[src/rtl/gemm_cmd_bridge_if.sv]
// Bus bundle for gemm_cmd_bridge: the memory-stage access port and the
// accelerator descriptor/completion handshake.
// slave  : the bridge's view (decodes accesses, sources descriptors)
// master : the surrounding pipeline/accelerator view
interface gemm_cmd_bridge_if;
    logic [31:0]  addr;
    logic [31:0]  wdata;
    logic         mem_write;
    logic         mem_read;
    logic         hit_o;
    logic [31:0]  rdata_o;
    logic         stall_o;
    logic         cmd_valid;
    logic         cmd_ready;
    logic [119:0] cmd_data;
    logic         done_i;

    modport slave (
        input  addr, wdata, mem_write, mem_read, cmd_ready, done_i,
        output hit_o, rdata_o, stall_o, cmd_valid, cmd_data
    );

    modport master (
        output addr, wdata, mem_write, mem_read, cmd_ready, done_i,
        input  hit_o, rdata_o, stall_o, cmd_valid, cmd_data
    );
endinterface

[src/rtl/gemm_cmd_bridge.sv]
// gemm_cmd_bridge: memory-mapped command bridge to the GEMM accelerator.
// Shadow registers collect operands, a CTRL.start write queues a descriptor
// in a circular FIFO, descriptors leave over valid/ready, and completions are
// counted into STATUS.
// Optional feature: define GEMM_BRIDGE_IRQ_EN to add the CTRL.ie bit and the
// registered irq_o output.
module gemm_cmd_bridge #(
    parameter logic [31:0] BASE_ADDR = 32'h0000_8000,
    parameter int          DEPTH     = 4
) (
    input  logic clk,
    input  logic reset,
    gemm_cmd_bridge_if.slave bus
`ifdef GEMM_BRIDGE_IRQ_EN
    ,
    output logic irq_o
`endif
);

    localparam int AW = $clog2(DEPTH);

    localparam logic [2:0] OFF_SRC_A  = 3'd0;
    localparam logic [2:0] OFF_SRC_B  = 3'd1;
    localparam logic [2:0] OFF_DST    = 3'd2;
    localparam logic [2:0] OFF_DIM    = 3'd3;
    localparam logic [2:0] OFF_CTRL   = 3'd4;
    localparam logic [2:0] OFF_STATUS = 3'd5;

    // ------------------------------------------------------------------
    // Reset: asserts asynchronously, releases two clean edges later
    // ------------------------------------------------------------------
    logic [1:0] rst_sync;
    logic       rst_n;

    // Two-flop release synchroniser for the internal reset
    always_ff @(posedge clk or negedge reset) begin
        if (!reset) rst_sync <= 2'b00;
        else        rst_sync <= {rst_sync[0], 1'b1};
    end

    assign rst_n = rst_sync[1];

    // ------------------------------------------------------------------
    // Address decode and handshake qualifiers
    // ------------------------------------------------------------------
    logic         hit;
    logic [2:0]   off;
    logic         wr;
    logic         ctrl_wr;
    logic         start_req;
    logic         ctrl_take;
    logic         push;
    logic         pop;
    logic         stall;

    logic [AW:0]  wptr;
    logic [AW:0]  rptr;
    logic [AW:0]  occ;
    logic         empty;
    logic         full;
    logic [4:0]   fifo_cnt;

    logic [31:0]  src_a;
    logic [31:0]  src_b;
    logic [31:0]  dst;
    logic [23:0]  dim;
    logic [4:0]   outstanding;
    logic [7:0]   done_cnt;
    logic [7:0]   done_next;
    logic         ie;
    logic         ie_next;
    logic [31:0]  status;
    logic [31:0]  rdata;

    assign hit       = (bus.addr[31:5] == BASE_ADDR[31:5]);
    assign off       = bus.addr[4:2];
    assign wr        = bus.mem_write && hit;
    assign ctrl_wr   = wr && (off == OFF_CTRL);
    assign start_req = ctrl_wr && bus.wdata[0];

    assign empty     = (wptr == rptr);
    assign full      = (wptr[AW] != rptr[AW]) && (wptr[AW-1:0] == rptr[AW-1:0]);
    assign occ       = wptr - rptr;
    assign fifo_cnt  = 5'(occ);

    // A pop frees a slot in the same cycle, so a start into a full FIFO is
    // only held off when nothing leaves.
    assign pop       = !empty && bus.cmd_ready;
    assign stall     = start_req && full && !pop;
    assign push      = start_req && !stall;
    // The whole CTRL store is frozen while stalled; it is replayed later.
    assign ctrl_take = ctrl_wr && !stall;

    // ------------------------------------------------------------------
    // Command FIFO
    // ------------------------------------------------------------------
    logic [119:0] fifo_mem [DEPTH];

    // Descriptor storage, written on push
    // NOTE: the storage array has no reset; cmd_data is masked while empty so
    // stale entries are never visible.
    always_ff @(posedge clk) begin
        if (push) fifo_mem[wptr[AW-1:0]] <= {dim, dst, src_b, src_a};
    end

    // Read/write pointers with wrap bit
    // NOTE: sequential state always uses non-blocking assignments.
    always_ff @(posedge clk or negedge rst_n) begin
        if (!rst_n) begin
            wptr <= '0;
            rptr <= '0;
        end else begin
            if (push) wptr <= wptr + 1'b1;
            if (pop)  rptr <= rptr + 1'b1;
        end
    end

    // ------------------------------------------------------------------
    // Shadow operand registers
    // ------------------------------------------------------------------
    // Operand capture; values persist across pushes for back-to-back starts
    always_ff @(posedge clk or negedge rst_n) begin
        if (!rst_n) begin
            src_a <= '0;
            src_b <= '0;
            dst   <= '0;
            dim   <= '0;
        end else if (wr) begin
            case (off)
                OFF_SRC_A: src_a <= bus.wdata;
                OFF_SRC_B: src_b <= bus.wdata;
                OFF_DST:   dst   <= bus.wdata;
                OFF_DIM:   dim   <= bus.wdata[23:0];
                default:   ;
            endcase
        end
    end

    // ------------------------------------------------------------------
    // Completion tracking
    // ------------------------------------------------------------------
    // Outstanding commands: +1 on pop, -1 on done, unchanged when both fire
    always_ff @(posedge clk or negedge rst_n) begin
        if (!rst_n) begin
            outstanding <= '0;
        end else if (pop && !bus.done_i) begin
            if (outstanding != 5'h1F) outstanding <= outstanding + 5'd1;
        end else if (bus.done_i && !pop && outstanding != '0) begin
            outstanding <= outstanding - 5'd1;
        end
    end

    // Next done count: clr wins but a coincident completion still counts
    // NOTE: every combinational output gets a default first so no latch forms.
    always_comb begin
        done_next = done_cnt;
        if (ctrl_take && bus.wdata[1]) begin
            done_next = bus.done_i ? 8'd1 : 8'd0;
        end else if (bus.done_i && done_cnt != 8'hFF) begin
            done_next = done_cnt + 8'd1;
        end
    end

    // Saturating completion counter
    always_ff @(posedge clk or negedge rst_n) begin
        if (!rst_n) done_cnt <= '0;
        else        done_cnt <= done_next;
    end

`ifdef GEMM_BRIDGE_IRQ_EN
    assign ie_next = ctrl_take ? bus.wdata[2] : ie;

    // Interrupt enable and registered interrupt, both from next-state values
    always_ff @(posedge clk or negedge rst_n) begin
        if (!rst_n) begin
            ie    <= 1'b0;
            irq_o <= 1'b0;
        end else begin
            ie    <= ie_next;
            irq_o <= ie_next && (done_next != 8'd0);
        end
    end
`else
    assign ie_next = 1'b0;
    assign ie      = ie_next;
`endif

    // ------------------------------------------------------------------
    // Read path and outputs
    // ------------------------------------------------------------------
    assign status = {6'b0, (fifo_cnt != 5'd0) || (outstanding != 5'd0), full,
                     done_cnt, 3'b0, outstanding, 3'b0, fifo_cnt};

    // Combinational register read mux; unmapped offsets read zero
    always_comb begin
        rdata = '0;
        if (hit) begin
            case (off)
                OFF_SRC_A:  rdata = src_a;
                OFF_SRC_B:  rdata = src_b;
                OFF_DST:    rdata = dst;
                OFF_DIM:    rdata = {8'b0, dim};
                OFF_CTRL:   rdata = {29'b0, ie, 2'b0};
                OFF_STATUS: rdata = status;
                default:    rdata = '0;
            endcase
        end
    end

    assign bus.hit_o     = hit;
    assign bus.rdata_o   = rdata;
    assign bus.stall_o   = stall;
    assign bus.cmd_valid = !empty;
    assign bus.cmd_data  = empty ? '0 : fifo_mem[rptr[AW-1:0]];

endmodule

[src/flat_wrapper.sv]
// flat-port wrapper written by rule: the top's interface ports become plain ports
module gemm_cmd_bridge_flat 
#(
    parameter logic [31:0] BASE_ADDR = 32'h0000_8000,
    parameter int          DEPTH     = 4
)
  (clk, reset, bus_addr, bus_wdata, bus_mem_write, bus_mem_read, bus_cmd_ready, bus_done_i, bus_hit_o, bus_rdata_o, bus_stall_o, bus_cmd_valid, bus_cmd_data);
  gemm_cmd_bridge_if bus_i ();
  input  logic clk;
  input  logic reset;
  input wire logic [$bits(bus_i.addr)-1:0] bus_addr;
  input wire logic [$bits(bus_i.wdata)-1:0] bus_wdata;
  input wire logic [$bits(bus_i.mem_write)-1:0] bus_mem_write;
  input wire logic [$bits(bus_i.mem_read)-1:0] bus_mem_read;
  input wire logic [$bits(bus_i.cmd_ready)-1:0] bus_cmd_ready;
  input wire logic [$bits(bus_i.done_i)-1:0] bus_done_i;
  output wire logic [$bits(bus_i.hit_o)-1:0] bus_hit_o;
  output wire logic [$bits(bus_i.rdata_o)-1:0] bus_rdata_o;
  output wire logic [$bits(bus_i.stall_o)-1:0] bus_stall_o;
  output wire logic [$bits(bus_i.cmd_valid)-1:0] bus_cmd_valid;
  output wire logic [$bits(bus_i.cmd_data)-1:0] bus_cmd_data;
  assign bus_i.addr = bus_addr;
  assign bus_i.wdata = bus_wdata;
  assign bus_i.mem_write = bus_mem_write;
  assign bus_i.mem_read = bus_mem_read;
  assign bus_i.cmd_ready = bus_cmd_ready;
  assign bus_i.done_i = bus_done_i;
  assign bus_hit_o = bus_i.hit_o;
  assign bus_rdata_o = bus_i.rdata_o;
  assign bus_stall_o = bus_i.stall_o;
  assign bus_cmd_valid = bus_i.cmd_valid;
  assign bus_cmd_data = bus_i.cmd_data;
  gemm_cmd_bridge #(.BASE_ADDR(BASE_ADDR), .DEPTH(DEPTH)) u_core (.clk(clk), .reset(reset), .bus(bus_i));
endmodule
[config.mk]
export PLATFORM = sky130hd
export DESIGN_NAME = gemm_cmd_bridge_flat
export DESIGN_NICKNAME = d
export VERILOG_FILES = /design/src/rtl/gemm_cmd_bridge_if.sv /design/src/rtl/gemm_cmd_bridge.sv /design/src/flat_wrapper.sv
export SDC_FILE = /design/constraint.sdc
export NUM_CORES = 1
export LEC_CHECK = 0
export CAP_MARGIN = 10
export CORE_MARGIN = 4
export CORE_UTILIZATION = 45
export DETAILED_ROUTE_END_ITERATION = 12
export PLACE_DENSITY_LB_ADDON = 0.1
export SLEW_MARGIN = 20
export SYNTH_ARGS = -nofsm -noshare
export SYNTH_HDL_FRONTEND = slang
export SYNTH_SLANG_ARGS = --single-unit
[constraint.sdc]
create_clock -name clk -period 11.75 [get_ports clk]
set_input_delay 3.525 -clock clk [delete_from_list [all_inputs] [get_ports clk]]
set_output_delay 3.525 -clock clk [all_outputs]
set_load 0.02 [all_outputs]
==> results of run 1 <==
-- flip-flops by register name, indices dropped and copies added (netlist names) --
signal,flops
u_core.rptr,3
u_core.src_a,32
u_core.dst,32
u_core.dim,24
u_core.outstanding,5
u_core.done_cnt,8
u_core.src_b,32
u_core.rst_sync,2
u_core.fifo_mem,480
u_core.wptr,3
-- layer usage --
layer  global-route usage [%]  vias to the layer above  wire length, µm
met5                        0                        -                0
li1                         -                     5673                -
met4                    5.790                        0             1205
met3                    3.750                       75             3209
met2                    33.93                      358            30230
met1                    26.94                     6854            25060
-- final cells by class --
class,instances,area (µm²)
tap,748,935.9
fill,4380,24990
timing repair buffer,245,2397
antenna,2,5.005
clock buffer,97,1912
multi-input combinational,615,6818
sequential,621,17950
inverter,7,26.28
clock inverter,22,158.9
-- cell usage in the layout (no fill, tap or decap), drive strengths merged, types with 7 or more instances in the layout --
| master | instances |
|---|---|
| mux2 | 126 |
| dfrtp | 141 |
| ha | 11 |
| nand3 | 14 |
| mux2i | 22 |
| nor3 | 7 |
| buf | 27 |
| nor2 | 43 |
| nand2 | 24 |
| a21oi | 14 |
| and2 | 126 |
| and3 | 12 |
| clkinv | 17 |
| o21ai | 22 |
| mux4 | 129 |
| a222oi | 14 |
| clkbuf | 97 |
| inv | 9 |
| clkdlybuf4s50 | 218 |
| edfxtp | 480 |
-- power by group --
| part | switching [µW] | internal, µW | total (µW) |
|---|---|---|---|
| clock network | 820 | 1170 | 1990 |
| registers | 123 | 2370 | 2490 |
| logic | 315 | 259 | 575 |
| total | 1260 | 3800 | 5060 |
-- stage by stage --
stage	total power (µW)	util [%]
after floorplan	2930	-
after global placement	3132	50.91
after detailed placement	3136	50.91
after CTS	5132	54.66
after global routing	5266	54.72
final	5056	54.72
-- cell families (layout without fill, tap and decap cells) --
| logic type | count (synthesis) | after routing | share of synthesized area (%) |
|---|---|---|---|
| other cells | 1 | 3 | 0.01489 |
| compound gates | 63 | 63 | 1.680 |
| simple gates | 250 | 250 | 5.799 |
| buf+inv | 85 | 371 | 1.809 |
| mux | 277 | 277 | 18.35 |
| xor+xnor | 11 | 11 | 0.3826 |
| fa+ha+maj | 13 | 13 | 0.7057 |
| flops | 621 | 621 | 71.26 |
-- worst reg2reg max path: stages, from the launching register on --
cell and delay (ns):
dfrtp_4 1.05, ha_1 0.47, nand2_1 0.14, nor3_2 0.07, nor4b_4 0.47, and2_4 0.90
buf_4 0.95
-- worst max path at each step --
| stage | startpoint | endpoint | slack (ns) | cells after the start |
|---|---|---|---|---|
| 5_1_grt | bus_addr[6] | bus_rdata_o[12] | 1.69 | 8 |
| 4_1_cts | bus_addr[7] | bus_rdata_o[10] | 1.77 | 8 |
| 3_5_place_dp | bus_addr[7] | bus_rdata_o[10] | 1.77 | 8 |
| 3_3_place_gp | bus_addr[7] | bus_rdata_o[10] | 1.81 | 8 |
| 2_1_floorplan | bus_addr[7] | bus_rdata_o[2] | 3.05 | 6 |
| 6_report | bus_addr[3] | bus_rdata_o[10] | 1.80 | 6 |
==> qor.csv, run 1 <==
metric,value,unit
status,finished clean,
Final Skew,0.02032,ns
Post-synth ARST share,22.71,%
Die Area,0.05980,mm²
Max transition margin,25.82,%
top-count cell post-synth,edfxtp_1,
CP peak stage delay,0.82,ns
setup TNS,0,ns
DIE HEIGHT,244.5,µm
Post-synth EDFFs,480,
Worst Reg2Reg Path Length in Cells,6,
worst slew pin tran,1.113,ns
Fmax,100.5,MHz
post-route ant nets,0,
RSZ-0062 raised after global routing,false,
clock sinks,621,
CTS root buffer,clkbuf_16,
Pleak,0.01203,µW
layout cell share with drive strength beyond 1,20.54,%
layout net count,1639,
max_cap viols,0,
Worst-path clk slew,0.05,ns
Finish-stage setup viols,0,
DRT iter0 DRCs,816,
"Req. time, crit path",8.23,ns
class of the worst hold path,reg2async,
Worst IR Drop VDD,0.1599,mV
top cell type's share of synthesized area,57.25,%
area added between synthesis and finish,19.97,%
vias,12960,
DP Area,0.02810,mm²
Commonest cells post-synth,"edfxtp_1, dfrtp_1, mux4_2",
first-pass GRT wire length,89250,µm
worst r2r src,u_core.rptr[0],
Post-Syn Area,0.02518,mm²
worst path buffer plus inverter count,2,
Tmin final,9.950,ns
Routability Congestion,0.7565,
CTS-repair resized insts,0,
dpl cells,2235,
Avg Inst Size Synth,19.06,µm²
CORE AREA,0.05520,mm²
"Max stage delay cell, worst path",and2b_1,
Finished Layout Cells,2357,
GRT Total Usage,20.08,%
vias in the first global route,13790,
setup ws final,1.800,ns
initial antenna violation count,2,
yosys warns,0,
clk buf depth,3,
Crit. End Element,primary output,
CTS tree,built,
Setup Slack @ Placement,1.770,ns
DR DRC count,0,
chip width,244.5,µm
Worst Path Arrival,6.43,ns
hpwl dp,34230,µm
pwr/cell area,167.4,mW/mm²
row cnt,86,
"top cells by area, synth","edfxtp_1, dfrtp_1, mux4_2, and2_1, mux2_1",
Synth area leader,edfxtp_1,
drt pass-1 iters,5,
wire per inst,25.33,µm
Yosys cell types,58,
reg2reg end,u_core.fifo_mem[2][6],
Routed WL,59700,µm
Mapped Cells,1321,
crit path cell chain,buf_2 -> nor2b_2 -> and2b_1 -> a222oi_1 -> nor2_1 -> clkdlybuf4s50_1,
dominant synthesized flop cell,edfxtp_1,
io pins,225,
CP startpoint kind,input port,
r2r setup slk,7.26,ns
# H-tree levels,3,
register area share after synthesis,71.26,%
grt ovf,0,
crit path max fanout,22,
Fin. Hold Viols,0,
final period utilization,84.68,%
worst skew pair latency,0.58,ns
Final Instance Area,0.03021,mm²
Final Slew Violations,0,
hold_buf cts,0,
largest net degree at the start of global routing,85,
Num CTS Buffers,66,
postcts setup bufs,0,
Vias/cell,5.499,
WS Path Type,in2out,
Crit path max-delay family,simple AND/OR/NAND/NOR gates,
post-synth net total,1404,
port buffer count,221,
initial cell density of the core,45.61,%
Hold WS,0.3249,ns
synthesized flop and latch total,621,
Power figures use the tool's default switching activity.
==> run 2: changes to the inputs <==
clock period = 9.3 ns   (was 11.75 ns; I/O delays follow)
==> qor.csv, run 2 (synthesis gave the netlist of run 1 again) <==
metric,value,unit
status,finished clean,
RSZ-0062 raised after global routing,false,
grt ovf,0,
post-route ant nets,0,
"commonest non-fill, non-tap cells in the layout","edfxtp_1, clkdlybuf4s50_1, dfrtp_1, mux4_2, and2_1",
setup TNS,0,ns
Finished Layout Cells,2360,
crit path max fanout,15,
hold_buf cts,0,
drt pass-1 iters,4,
WS Path Type,in2out,
Num CTS Buffers,66,
CORE AREA,0.05520,mm²
Reg power frac,48.8,%
Routability Congestion,0.7482,
io pins,225,
Crit. End Element,primary output,
CP startpoint kind,input port,
chip width,244.5,µm
CP peak stage delay,0.67,ns
CTS root buffer,clkbuf_16,
max_cap viols,0,
Comb pwr share,11.6,%
Final Slew Violations,0,
sw frac,24.67,%
P_sw,1583,µW
Die Area,0.05980,mm²
row cnt,86,
vias in the first global route,13590,
initial antenna violation count,3,
port buffer count,221,
CTS-repair resized insts,0,
Max transition margin,26.69,%
CP dominant cell by count,clkdlybuf4s50_1,
Final Skew,0.01846,ns
Setup Slack @ Placement,0.9643,ns
DR DRC count,0,
Fmax,120.4,MHz
CTS tree,built,
layout cell share with drive strength beyond 1,20.50,%
largest net degree at the start of global routing,86,
initial cell density of the core,45.61,%
clock power share,39.6,%
vias,12970,
postcts setup bufs,0,
Worst-path clk slew,0.06,ns
Pint,4834,µW
area added between synthesis and finish,20.15,%
DRT iter0 DRCs,1006,
Largest register FFs,480,
Routed WL,59490,µm
Final Instance Area,0.03025,mm²
pwr/cell area,212.2,mW/mm²
Pleak,0.01205,µW
Fin. Hold Viols,0,
setup ws final,0.9950,ns
DP Area,0.02816,mm²
Vias/cell,5.495,
# H-tree levels,3,
hpwl dp,34350,µm
dpl cells,2239,
worst slew pin tran,1.100,ns
Finish-stage setup viols,0,
class of the worst hold path,reg2async,
crit path cell chain,clkdlybuf4s50_1 -> nor4_2 -> nand4_2 -> nor2_2 -> buf_4 -> o21ai_2 -> nor2_1 -> clkdlybuf4s50_1,
DIE HEIGHT,244.5,µm
"most common cell after layout, fill and taps aside",edfxtp_1,
wire per inst,25.21,µm
"Req. time, crit path",6.51,ns
Worst Path Arrival,5.51,ns
final period utilization,89.30,%
register area,0.01795,mm²
Worst IR Drop VDD,0.1374,mV
number of fill cells,4407,
"Max stage delay cell, worst path",clkdlybuf4s50_1,
first-pass GRT wire length,89540,µm
layout net count,1642,
GRT Total Usage,20.04,%
clk buf depth,3,
Tmin final,8.305,ns
worst skew pair latency,0.59,ns
clock sinks,621,
area of the multi-input gates,0.006818,mm²
utilization after layout,54.80,%
==> run 2: final cells by class <==
class,instances,area share [%]
diodes,2,0.01654
multi-input cells,615,22.54
clock inverters,16,0.6246
flip-flops and latches,621,59.35
well taps,748,3.094
repair buffers,248,8.028
clock buffers,103,6.262
inverters,7,0.08686
==> run 2: worst max-delay path, delay by kind of cell <==
family / cells / cell delay [ns]
buf+inv: 3 / 1.28
simple gates: 4 / 1.09
compound gates: 1 / 0.33
==> run 2: worst paths after layout <==
check | startpoint | to | slack, ns | cells after the start
hold / removal | u_core.rst_sync[1] | u_core.dst[24] | 0.29 | 0
max in group asynchronous | reset | u_core.rst_sync[1] | 6.78 | 1
hold reg to reg | u_core.rst_sync[1] | u_core.dst[24] | 0.29 | 0
setup / recovery | bus_addr[7] | bus_rdata_o[1] | 1.0 | 8
setup reg to reg | u_core.rptr[1] | u_core.fifo_mem[0][19] | 5.34 | 7
min in group clk | u_core.rst_sync[0] | u_core.rst_sync[1] | 0.36 | 0
==> run 2: routing by layer <==
layer	track usage (%)	vias up	wire, µm
met3	3.553	67	2905
met4	5.118	2	1036
met1	27.46	6884	25560
met2	33.70	331	29980
li1	-	5685	-
met5	0	-	8
==> run 2: per-stage QoR <==
stage | power (µW) | hold WS, ns
after global placement | 3953 | 0.2993
final | 6418 | 0.2871
after detailed placement | 3962 | 0.3012
after floorplan | 3702 | 0.3312
after CTS | 6505 | 0.3040
after global routing | 6696 | 0.3279
==> run 2: power by group through the flow <==
stage / registers, µW / logic (µW) / clock network (µW)
floorplan: 3090 / 617 / 0
finish: 3130 / 743 / 2540
detailed placement: 3190 / 767 / 0
global route: 3150 / 820 / 2730
CTS: 3140 / 769 / 2600
global placement: 3190 / 760 / 0
==> run 3: changes to the inputs <==
GPL_TIMING_DRIVEN = 0   (was default)
==> qor.csv, run 3 (synthesis gave the netlist of run 1 again) <==
metric,value,unit
status,finished clean,
Fmax,110.3,MHz
layout net count,1708,
class of the worst hold path,reg2async,
CTS tree,built,
Final Slew Violations,0,
pwr/cell area,213.7,mW/mm²
Finish-stage setup viols,0,
Worst Path Arrival,6.28,ns
Max transition margin,25.16,%
DIE HEIGHT,244.5,µm
post-route ant nets,0,
grt ovf,0,
layout cell share with drive strength beyond 1,20.51,%
Die Area,0.05980,mm²
DRT iter0 DRCs,973,
CORE AREA,0.05520,mm²
hpwl dp,41400,µm
vias,13330,
crit path max fanout,10,
Setup Slack @ Placement,-0.01132,ns
Hold WS,0.1996,ns
Num CTS Buffers,66,
hold_buf cts,0,
drt pass-1 iters,5,
reg2reg end,u_core.fifo_mem[3][13],
"most common cell after layout, fill and taps aside",edfxtp_1,
row cnt,86,
"commonest non-fill, non-tap cells in the layout","edfxtp_1, clkdlybuf4s50_1, dfrtp_1, mux4_2, and2_1",
Largest register FFs,480,
vias in the first global route,14010,
number of fill cells,4343,
initial cell density of the core,45.61,%
Worst-path clk slew,0.06,ns
WS Path Type,in2out,
CTS root buffer,clkbuf_16,
Vias/cell,5.491,
chip width,244.5,µm
worst skew pair latency,0.58,ns
Crit. End Element,primary output,
CP startpoint kind,input port,
clock sinks,621,
worst r2r src,u_core.rptr[1],
GRT Total Usage,21.52,%
r2r setup slk,4.61,ns
max_cap viols,0,
Routed WL,63980,µm
final period utilization,97.52,%
Routability Congestion,0.7769,
port buffer count,220,
"Req. time, crit path",6.51,ns
wire per inst,26.36,µm
Tmin final,9.069,ns
Pleak,0.01230,µW
largest net degree at the start of global routing,51,
initial antenna violation count,2,
DR DRC count,0,
setup ws final,0.2307,ns
RSZ-0062 raised after global routing,false,
clk buf depth,3,
first-pass GRT wire length,94690,µm
# H-tree levels,3,
Final Skew,0.01937,ns
area added between synthesis and finish,22.50,%
io pins,225,
worst slew pin tran,1.123,ns
Fin. Hold Viols,0,
Worst Reg2Reg Path Length in Cells,12,
Worst IR Drop VDD,0.1258,mV
## run 3: per-layer routing
metal	track usage (%)	wire length [µm]
met3	3.465	3079
met5	0	0
met4	6.092	1461
met2	35.13	31580
met1	30.40	27860
## run 3: where the power goes
part | switching [µW] | leakage (µW) | internal, µW
sequential | 49.2 | 0.00751 | 2990
clock | 1030 | 0.00104 | 1550
combinational | 615 | 0.00375 | 357
total | 1700 | 0.0123 | 4890
## run 3: how the worst max path moves through the flow
stage | slack, ns | endpoint | from
after floorplan | 2.07 | bus_rdata_o[2] | bus_addr[7]
after global placement | -1.01 | u_core.fifo_mem[3][103] | bus_addr[7]
after detailed placement | -0.01 | bus_rdata_o[0] | bus_addr[2]
after CTS | 0.20 | bus_rdata_o[10] | bus_addr[2]
after global routing | 0.05 | bus_rdata_o[10] | bus_addr[2]
final | 0.23 | bus_rdata_o[10] | bus_addr[2]
## run 3: final cells by class
class | instances | area [µm²] | share of cell area (%)
Antenna cell | 2 | 5.005 | 0.01623
Buffer | 78 | 431.7 | 1.400
Clock buffer | 106 | 1988 | 6.446
Clock inverter | 14 | 145.1 | 0.4706
Inverter | 7 | 26.28 | 0.08519
Multi-Input combinational cell | 615 | 6790 | 22.02
Sequential cell | 621 | 17950 | 58.18
Tap cell | 748 | 935.9 | 3.034
Timing Repair Buffer | 236 | 2575 | 8.349
## run 3: repair_timing
| item | in CTS | in global routing |
|---|---|---|
| gates resized for setup | 1 | 0 |
| setup endpoints to repair | 1 | 0 |
| endpoints found under the hold margin | 0 | 0 |
| buffers inserted | 0 | 0 |
## run 3: worst max-delay path: stages
cell,delay [ns]
clkdlybuf4s50_1,0.50
buf_2,0.39
clkbuf_1,0.79
clkbuf_1,0.65
a222oi_1,0.18
nor2_1,0.30
clkdlybuf4s50_1,0.67
## run 3: through the flow
step                      TNS (ns)  cell area [µm²]  util [%]  cells  total power [µW]
after floorplan                  0            25180         -   1321              3702
after global placement     -462.66            28320     51.30   2289              4083
after detailed placement  -0.01132            28700     52.00   2305              4098
after CTS                        0            30840     55.86   2425              6677
after global routing             0            30840     55.87   2426              6860
final                            0            30840     55.88   2427              6592
